===== config.mk =====
export PLATFORM = sky130hd
export DESIGN_NAME = ctrl_sequencer_flat
export DESIGN_NICKNAME = d
export VERILOG_FILES = /design/src/rtl/ctrl_sequencer_if.sv /design/src/rtl/ctrl_sequencer.sv /design/src/flat_wrapper.sv
export SDC_FILE = /design/constraint.sdc
export NUM_CORES = 1
export LEC_CHECK = 0
export ABC_AREA = 1
export CORE_MARGIN = 1.5
export CORE_UTILIZATION = 25
export CTS_BUF_LIST = sky130_fd_sc_hd__clkbuf_8 sky130_fd_sc_hd__clkbuf_16
export DETAILED_ROUTE_END_ITERATION = 8
export GPL_TIMING_DRIVEN = 1
export PLACE_DENSITY = 0.8
export SLEW_MARGIN = 20
export SYNTH_ARGS = -nofsm -noshare
export SYNTH_HDL_FRONTEND = slang
export SYNTH_SLANG_ARGS = --single-unit

===== constraint.sdc =====
create_clock -name clk -period 1.6 [get_ports clk]
set_clock_uncertainty 0.15 [all_clocks]
set_input_delay 0.16 -clock clk [delete_from_list [all_inputs] [get_ports clk]]
set_output_delay 0.16 -clock clk [all_outputs]
set_load 0.02 [all_outputs]

===== src/rtl/ctrl_sequencer_if.sv =====
// Control bus between the hardwired sequencer and the IR / register-file select-encode logic.
// The slave modport is the sequencer side; master is the datapath/environment side.
interface ctrl_sequencer_if #(
    parameter int BITS = 32
);
    logic            run;
    logic [BITS-1:0] IR;
    logic            mem_ready;
    logic            step;

    logic PCout, PCin, IncPC, MARin, MDRin, MDRout, Read, IRin;
    logic Yin, Zin, Zlowout, Cout;
    logic Gra, Grb, Grc, Rin, Rout, BAout;

    logic [3:0] alu_op;
    logic       busy;
    logic       halted;
    logic       illegal;
    logic [3:0] state;

    modport slave (
        input  run, IR, mem_ready, step,
        output PCout, PCin, IncPC, MARin, MDRin, MDRout, Read, IRin,
        output Yin, Zin, Zlowout, Cout,
        output Gra, Grb, Grc, Rin, Rout, BAout,
        output alu_op, busy, halted, illegal, state
    );

    modport master (
        output run, IR, mem_ready, step,
        input  PCout, PCin, IncPC, MARin, MDRin, MDRout, Read, IRin,
        input  Yin, Zin, Zlowout, Cout,
        input  Gra, Grb, Grc, Rin, Rout, BAout,
        input  alu_op, busy, halted, illegal, state
    );
endinterface


===== src/rtl/ctrl_sequencer.sv =====
// Hardwired fetch/execute sequencer for the R-type / immediate ALU subset plus nop and halt.
// Optional single-step mode (WAIT state after each instruction) is enabled by defining STEP_EN.
module ctrl_sequencer #(
    parameter int BITS     = 32,
    parameter int OPC_BITS = 5
) (
    input  logic                clk,
    input  logic                reset_n,
    ctrl_sequencer_if.slave     bus
);

    typedef enum logic [3:0] {
        S_IDLE = 4'd0,
        S_T0   = 4'd1,
        S_T1   = 4'd2,
        S_T2   = 4'd3,
        S_T3   = 4'd4,
        S_T4   = 4'd5,
        S_T5   = 4'd6,
        S_HALT = 4'd7,
        S_WAIT = 4'd8
    } state_t;

    typedef enum logic [3:0] {
        ALU_PASS = 4'd0,
        ALU_ADD  = 4'd1,
        ALU_SUB  = 4'd2,
        ALU_AND  = 4'd3,
        ALU_OR   = 4'd4,
        ALU_INC4 = 4'd5
    } alu_op_t;

    typedef enum logic [2:0] {
        C_RTYPE,
        C_IMM,
        C_NOP,
        C_HALT,
        C_ILLEGAL
    } op_class_t;

    localparam logic [OPC_BITS-1:0] OP_ADD  = OPC_BITS'(5'b00011);
    localparam logic [OPC_BITS-1:0] OP_SUB  = OPC_BITS'(5'b00100);
    localparam logic [OPC_BITS-1:0] OP_AND  = OPC_BITS'(5'b00101);
    localparam logic [OPC_BITS-1:0] OP_OR   = OPC_BITS'(5'b00110);
    localparam logic [OPC_BITS-1:0] OP_ADDI = OPC_BITS'(5'b01100);
    localparam logic [OPC_BITS-1:0] OP_ANDI = OPC_BITS'(5'b01101);
    localparam logic [OPC_BITS-1:0] OP_ORI  = OPC_BITS'(5'b01110);
    localparam logic [OPC_BITS-1:0] OP_NOP  = OPC_BITS'(5'b11000);
    localparam logic [OPC_BITS-1:0] OP_HALT = OPC_BITS'(5'b11001);

    state_t              state_q;
    logic                illegal_q;
    logic [OPC_BITS-1:0] opcode;
    op_class_t           op_class;
    alu_op_t             op_alu;
    state_t              next_instr;
    state_t              after_instr;

    assign opcode = bus.IR[BITS-1 -: OPC_BITS];

    // NOTE: every always_comb output gets a default before the case, so no path leaves it unassigned (no latch).
    always_comb begin
        op_class = C_ILLEGAL;
        op_alu   = ALU_PASS;
        case (opcode)
            OP_ADD:  begin op_class = C_RTYPE; op_alu = ALU_ADD; end
            OP_SUB:  begin op_class = C_RTYPE; op_alu = ALU_SUB; end
            OP_AND:  begin op_class = C_RTYPE; op_alu = ALU_AND; end
            OP_OR:   begin op_class = C_RTYPE; op_alu = ALU_OR;  end
            OP_ADDI: begin op_class = C_IMM;   op_alu = ALU_ADD; end
            OP_ANDI: begin op_class = C_IMM;   op_alu = ALU_AND; end
            OP_ORI:  begin op_class = C_IMM;   op_alu = ALU_OR;  end
            OP_NOP:  op_class = C_NOP;
            OP_HALT: op_class = C_HALT;
            default: op_class = C_ILLEGAL;
        endcase
    end

    assign next_instr = bus.run ? S_T0 : S_IDLE;

`ifdef STEP_EN
    assign after_instr = S_WAIT;
`else
    assign after_instr = next_instr;
    logic unused_step;
    assign unused_step = bus.step;
`endif

    // Only the opcode field is decoded; operand fields pass straight to the select/encode logic.
    logic unused_ir;
    assign unused_ir = ^bus.IR[BITS-OPC_BITS-1:0];

    // NOTE: state registers use non-blocking assignments so every flop samples pre-edge values.
    always_ff @(posedge clk or negedge reset_n) begin
        if (!reset_n) begin
            state_q   <= S_IDLE;
            illegal_q <= 1'b0;
        end else begin
            case (state_q)
                S_IDLE: if (bus.run) state_q <= S_T0;
                S_T0:   state_q <= S_T1;
                S_T1:   if (bus.mem_ready) state_q <= S_T2;
                S_T2:   state_q <= S_T3;
                S_T3: begin
                    case (op_class)
                        C_RTYPE, C_IMM: state_q <= S_T4;
                        C_NOP:          state_q <= after_instr;
                        C_HALT:         state_q <= S_HALT;
                        default: begin
                            illegal_q <= 1'b1;
                            state_q   <= S_HALT;
                        end
                    endcase
                end
                S_T4:   state_q <= S_T5;
                S_T5:   state_q <= after_instr;
`ifdef STEP_EN
                S_WAIT: if (bus.step) state_q <= next_instr;
`endif
                S_HALT: state_q <= S_HALT;
                default: state_q <= S_IDLE;
            endcase
        end
    end

    // Moore outputs: decoded from the state register and the opcode only.
    always_comb begin
        bus.PCout   = 1'b0;
        bus.PCin    = 1'b0;
        bus.IncPC   = 1'b0;
        bus.MARin   = 1'b0;
        bus.MDRin   = 1'b0;
        bus.MDRout  = 1'b0;
        bus.Read    = 1'b0;
        bus.IRin    = 1'b0;
        bus.Yin     = 1'b0;
        bus.Zin     = 1'b0;
        bus.Zlowout = 1'b0;
        bus.Cout    = 1'b0;
        bus.Gra     = 1'b0;
        bus.Grb     = 1'b0;
        bus.Grc     = 1'b0;
        bus.Rin     = 1'b0;
        bus.Rout    = 1'b0;
        bus.alu_op  = ALU_PASS;
        case (state_q)
            S_T0: begin
                bus.PCout  = 1'b1;
                bus.MARin  = 1'b1;
                bus.IncPC  = 1'b1;
                bus.Zin    = 1'b1;
                bus.alu_op = ALU_INC4;
            end
            S_T1: begin
                bus.Zlowout = 1'b1;
                bus.PCin    = 1'b1;
                bus.Read    = 1'b1;
                bus.MDRin   = 1'b1;
            end
            S_T2: begin
                bus.MDRout = 1'b1;
                bus.IRin   = 1'b1;
            end
            S_T3: begin
                if (op_class == C_RTYPE || op_class == C_IMM) begin
                    bus.Grb  = 1'b1;
                    bus.Rout = 1'b1;
                    bus.Yin  = 1'b1;
                end
            end
            S_T4: begin
                bus.Zin    = 1'b1;
                bus.alu_op = op_alu;
                if (op_class == C_IMM) begin
                    bus.Cout = 1'b1;
                end else begin
                    bus.Grc  = 1'b1;
                    bus.Rout = 1'b1;
                end
            end
            S_T5: begin
                bus.Zlowout = 1'b1;
                bus.Gra     = 1'b1;
                bus.Rin     = 1'b1;
            end
            default: ;
        endcase
    end

    assign bus.BAout   = 1'b0;
    assign bus.busy    = (state_q != S_IDLE) && (state_q != S_HALT);
    assign bus.halted  = (state_q == S_HALT);
    assign bus.illegal = illegal_q;
    assign bus.state   = state_q;

endmodule

===== src/flat_wrapper.sv =====
// flat-port wrapper written by rule: the top's interface ports become plain ports
module ctrl_sequencer_flat 
#(
    parameter int BITS     = 32,
    parameter int OPC_BITS = 5
)
  (clk, reset_n, bus_run, bus_IR, bus_mem_ready, bus_step, bus_PCout, bus_PCin, bus_IncPC, bus_MARin, bus_MDRin, bus_MDRout, bus_Read, bus_IRin, bus_Yin, bus_Zin, bus_Zlowout, bus_Cout, bus_Gra, bus_Grb, bus_Grc, bus_Rin, bus_Rout, bus_BAout, bus_alu_op, bus_busy, bus_halted, bus_illegal, bus_state);
  ctrl_sequencer_if #(.BITS(BITS)) bus_i ();
  input  logic clk;
  input  logic reset_n;
  input wire logic [$bits(bus_i.run)-1:0] bus_run;
  input wire logic [$bits(bus_i.IR)-1:0] bus_IR;
  input wire logic [$bits(bus_i.mem_ready)-1:0] bus_mem_ready;
  input wire logic [$bits(bus_i.step)-1:0] bus_step;
  output wire logic [$bits(bus_i.PCout)-1:0] bus_PCout;
  output wire logic [$bits(bus_i.PCin)-1:0] bus_PCin;
  output wire logic [$bits(bus_i.IncPC)-1:0] bus_IncPC;
  output wire logic [$bits(bus_i.MARin)-1:0] bus_MARin;
  output wire logic [$bits(bus_i.MDRin)-1:0] bus_MDRin;
  output wire logic [$bits(bus_i.MDRout)-1:0] bus_MDRout;
  output wire logic [$bits(bus_i.Read)-1:0] bus_Read;
  output wire logic [$bits(bus_i.IRin)-1:0] bus_IRin;
  output wire logic [$bits(bus_i.Yin)-1:0] bus_Yin;
  output wire logic [$bits(bus_i.Zin)-1:0] bus_Zin;
  output wire logic [$bits(bus_i.Zlowout)-1:0] bus_Zlowout;
  output wire logic [$bits(bus_i.Cout)-1:0] bus_Cout;
  output wire logic [$bits(bus_i.Gra)-1:0] bus_Gra;
  output wire logic [$bits(bus_i.Grb)-1:0] bus_Grb;
  output wire logic [$bits(bus_i.Grc)-1:0] bus_Grc;
  output wire logic [$bits(bus_i.Rin)-1:0] bus_Rin;
  output wire logic [$bits(bus_i.Rout)-1:0] bus_Rout;
  output wire logic [$bits(bus_i.BAout)-1:0] bus_BAout;
  output wire logic [$bits(bus_i.alu_op)-1:0] bus_alu_op;
  output wire logic [$bits(bus_i.busy)-1:0] bus_busy;
  output wire logic [$bits(bus_i.halted)-1:0] bus_halted;
  output wire logic [$bits(bus_i.illegal)-1:0] bus_illegal;
  output wire logic [$bits(bus_i.state)-1:0] bus_state;
  assign bus_i.run = bus_run;
  assign bus_i.IR = bus_IR;
  assign bus_i.mem_ready = bus_mem_ready;
  assign bus_i.step = bus_step;
  assign bus_PCout = bus_i.PCout;
  assign bus_PCin = bus_i.PCin;
  assign bus_IncPC = bus_i.IncPC;
  assign bus_MARin = bus_i.MARin;
  assign bus_MDRin = bus_i.MDRin;
  assign bus_MDRout = bus_i.MDRout;
  assign bus_Read = bus_i.Read;
  assign bus_IRin = bus_i.IRin;
  assign bus_Yin = bus_i.Yin;
  assign bus_Zin = bus_i.Zin;
  assign bus_Zlowout = bus_i.Zlowout;
  assign bus_Cout = bus_i.Cout;
  assign bus_Gra = bus_i.Gra;
  assign bus_Grb = bus_i.Grb;
  assign bus_Grc = bus_i.Grc;
  assign bus_Rin = bus_i.Rin;
  assign bus_Rout = bus_i.Rout;
  assign bus_BAout = bus_i.BAout;
  assign bus_alu_op = bus_i.alu_op;
  assign bus_busy = bus_i.busy;
  assign bus_halted = bus_i.halted;
  assign bus_illegal = bus_i.illegal;
  assign bus_state = bus_i.state;
  ctrl_sequencer #(.BITS(BITS), .OPC_BITS(OPC_BITS)) u_core (.clk(clk), .reset_n(reset_n), .bus(bus_i));
endmodule

[Yosys cells after proc, flatten, opt, wreduce, memory -nomap -nowiden]
Cells that the tools add are included.
Storage, ports and cells
  input bits: 37
  register bits: 5
Operators by class
  bitwise logic cells: 1
  eq/ne operators: 22
  multiplexer cells: 21
  reduce and logical (&&, ||, !) cells: 16
Operators with widths (number)
  $pmux 4 s8: 1
  $pmux 3 s4: 2
  $eq 4x3->1 const B: 4
  $eq 5x3->1 const B: 3
  $eq 5x4->1 const B: 3
  $mux 1: 13
  $reduce_or 2->1: 6
  $eq 5x5->1 const B: 2
  $eq 4x2->1 const B: 2
  $mux 4: 2
  $pmux 4 s2: 1
  $reduce_or 4->1: 2
  $eq 3x2->1 const B: 2
  $pmux 3 s2: 1
  $eq 5x2->1 const B: 1
  $eq 4x1->1 const B: 1
  $logic_not 4->1: 1
  $ne 2x2->1 const B: 2
  $ne 4x3->1 const B: 1
  $reduce_and 2->1: 2
  $reduce_bool 4->1: 1
  $eq 3x1->1 const B: 1
  $logic_not 3->1: 1
  $reduce_or 3->1: 1
  4 further kinds: 4

[Longest topological paths before layout]
  word-level depth: 7
  depth in mapped cells: 7

[Worst setup path after synthesis]
OpenSTA, ideal clock, no wires.
  path type: register -> output
  start: register u_core.state_q[0] (netlist: u_core.bus.state[0])
  end: output bus_MARin
  path buffers: 1
  setup slack: -0.203 ns
  arrival: 1.493 ns
  stages on the path, launching flop included: 6
  data required time: 1.290 ns
  cells stage by stage: dfrtp_1 > inv_2 > nor2_4 > inv_2 > nor2_1 > buf_4
Between the ends
  cells in the longest elaborated chain, start to end: 2
RTL lines
  start: declaration: line ctrl_sequencer.sv:51  | state_t state_q;
  start signal: assignment: line ctrl_sequencer.sv:107  | C_NOP: state_q <= after_instr;
  start signal: assignment: line ctrl_sequencer.sv:116  | S_T5: state_q <= after_instr;
  $eq 4x1->1
  $mux 1
  end: declaration: line flat_wrapper.sv:18  | output wire logic [$bits(bus_i.MARin)-1:0] bus_MARin;
No other way between the ends.

[Worst setup path in the final report]
  start: register u_core.state_q[1] (netlist: u_core.bus.state[1])
  end: output bus_alu_op[2]
Between the ends
  cells in the longest elaborated chain, start to end: 2
  elaborated cells on any way between the ends: 3
  those cells by class: eq/ne: 2; mux: 1
RTL lines
  $eq 4x3->1 or $eq 4x1->1 (tied branches): line ctrl_sequencer.sv:146  | case (state_q)
  $pmux 3 s2 (*): line ctrl_sequencer.sv:146
  end: declaration: line flat_wrapper.sv:33  | output wire logic [$bits(bus_i.alu_op)-1:0] bus_alu_op;
Mark *: on every way between the ends. The rest lies on a longest branch, timed or not.

==> flow_summary.ini <==
[status]
status = complete, no violations

[synthesis]
synth_seq_area_share_pct = 19.85
synth_commonest_cells = 15 x inv_1, 14 x nor2_1, 13 x nand3_1, 10 x buf_4, 8 x nand2_1
synth.area.top_cells = dfrtp_1 20%, buf_4 15%, nand3_1 13%
synthFlopType = dfrtp_1
syn_area_sq_um = 504.2
synth_cells = 86
yosysWarnings = 0
yosys.area.top_type_share_pct = 19.85
ys_types = 19
yosysMostFrequentCell = inv_1
ys_ff_latch = 4
yosysTopAreaCell = dfrtp_1
async_flop_share_pct = 100.0
avgSynthCellArea_sq_um = 5.863
synth_edf_count = 0

[place]
dp_cells = 162
post-place-ws_ps = -575.9
hpwl_mm = 1.390
gp_congestion = 0.7856
port_buffers = 34
place_area_sq_um = 1005

[floorplan]
core_area_sq_um = 1922
dieHeight_microns = 47.91
ios = 66
start_util_pct = 26.24
dieArea_sq_um = 2295
num_rows = 16
fp.dieW_microns = 47.91

[power_and_ir_drop]
p_leak_nw = 0.6137
p_total_mw = 2.074
p_comb_share_pct = 78.3
vdd_drop_max_mv = 0.9141
power.net_switching_mw = 1.010
power.internal_mw = 1.064
power_frac_clock_pct = 10.5
power_density_nw_per_um2 = 1948
p_sw_share_pct = 48.70
seqPwrFrac_pct = 11.2

[cells_and_area]
diodes = 0
area_delta_synth_final_pct = 111.2
fin_cells = 171
nFillCells = 200
nets = 182
drive_gt1_share_pct = 48.61
final_util_pct = 55.40
stdcell_area_sq_um = 1065

[worst_setup_path]
cp_slowest_stage_delay_ps = 430
worstSetupEndpointType = output port
crit_slowest_cell = dfrtp_2
worstSetupPathType = reg -> out
worstSetupStartpointType = flip-flop
cp_cell_sequence = nor2_4 > inv_2 > nor3_2 > nand3_1 > o21ai_1 > buf_4
critPathArrivalTime_ps = 1280
cp.required_ps = 1290
cp_max_fo = 3

[grt]
grtUsageMet3_pct = 3.019
met1_usage_pct = 16.37
grt_overflow_total = 0
grt_pass1_wl_mm = 2.497
antenna_found_initial = 0
grt_use_total_pct = 15.41
busiest_layer = met2
grt_pass1_vias = 655
gr-usage-met2_pct = 28.27
grt_max_degree = 8

[sta]
fin_tns_setup_ps = 0
drv_slew = 0
final-hold-violation-count = 0
timing.final.ws_setup_ps = 9.794
final.period_utilization_pct = 99.39
setup_viol = 0
fmax_mhz = 628.8
hold_ws_ps = 346.4
finalCriticalPeriod_ps = 1590
rsz0062_at_grt = yes

[job]
max-cap-violations = 0

[route]
wl_mm = 1.759
drtIter0Drc = 8
drcViolationCount = 0
drt-wirelength-per-cell_microns = 10.29
vias_per_cell = 4.339
ant_nets = 0
dr.pass1.iters = 4
vias = 742

[hold_path]
hp-class = reg -> reg

[clock_tree]
cts_tree = built
insertion_delay_ps = 220
clkTransAtPathRegs_ps = 30
cts_max_level = 1
root_buffer = clkbuf_8
cts-buffers-inserted = 3
clock_sinks = 4
cts_buffer_depth = 2
[layout make-up]
cell class / instances / area (sq um) / area share (%)
sequential: 4 / 103.9 / 9.753
tap: 27 / 33.78 / 3.173
multi-input combinational: 55 / 305.3 / 28.67
clock buffer: 3 / 41.29 / 3.878
clock inverter: 1 / 3.754 / 0.3525
inverter: 18 / 67.56 / 6.345
timing repair buffer: 63 / 509.2 / 47.83
[worst max-delay path, delay by kind of cell, from the launching register on]
kind            cells  cell delay (ps)
flops               1              430
simple gates        3              320
buf+inv             2              220
compound gates      1               90
[placed cells by master, fill, tap and decap left out, drive strengths merged]
| cell type | n |
|---|---|
| a21oi | 3 |
| buf | 49 |
| clkbuf | 3 |
| clkdlybuf4s50 | 4 |
| conb | 3 |
| dfrtp | 4 |
| dlygate4sd2 | 8 |
| dlygate4sd3 | 1 |
| dlymetal6s2s | 1 |
| inv | 19 |
| nand2 | 10 |
| nand3 | 13 |
| nand4 | 2 |
| nor2 | 16 |
| nor3 | 3 |
| o21ai | 4 |
| o21bai | 1 |
[power groups by stage]
stage	Clock [mW]	Combinational, mW	Sequential [mW]
2_1_floorplan	0	0.775	0.276
3_3_place_gp	0	1.60	0.228
3_5_place_dp	0	1.63	0.234
4_1_cts	0.222	1.47	0.233
5_1_grt	0.233	1.76	0.237
6_report	0.217	1.62	0.233
[logic make-up (layout without fill, tap and decap cells)]
logic type             after synthesis  count (layout)  synth area share, %
flip-flops                           4               4                19.85
AND/OR/NAND/NOR                     44              44                41.69
other                                1               3               0.7437
AO/OA/AOI/OAI                        8               8                8.435
buffers and inverters               29              85                29.28
[routing by layer]
layer	share of wire (%)	vias up
met4	0.80	0
met2	54	23
met3	4.7	4
met1	40	345
li1	-	370
met5	0	-
[state kept, by name (all words and copies together) (netlist names)]
name,cells
u_core.bus.illegal,1
u_core.bus.state,3
[what timing repair did]
action,4_1_cts,5_1_grt
hold buffers,1,0
gates resized for setup,104,22
setup buffers,2,2
pin swaps,1,4
endpoints found under the setup margin,25,19
hold endpoints to repair,2,0
[path summary, 6_finish.rpt]
path | from | cells after the start | end | slack, ps
worst min-delay path | u_core.bus.illegal | 1 | u_core.bus.illegal | 350
max in group asynchronous | reset_n | 2 | u_core.bus.state[2] | 590
worst max register to register | u_core.bus.state[1] | 9 | u_core.bus.state[1] | 100
worst max-delay path | u_core.bus.state[1] | 6 | bus_alu_op[2] | 10
worst min register to register | u_core.bus.illegal | 1 | u_core.bus.illegal | 350
min in group asynchronous | reset_n | 2 | u_core.bus.state[1] | 530
(Power assumes the default switching activity.)
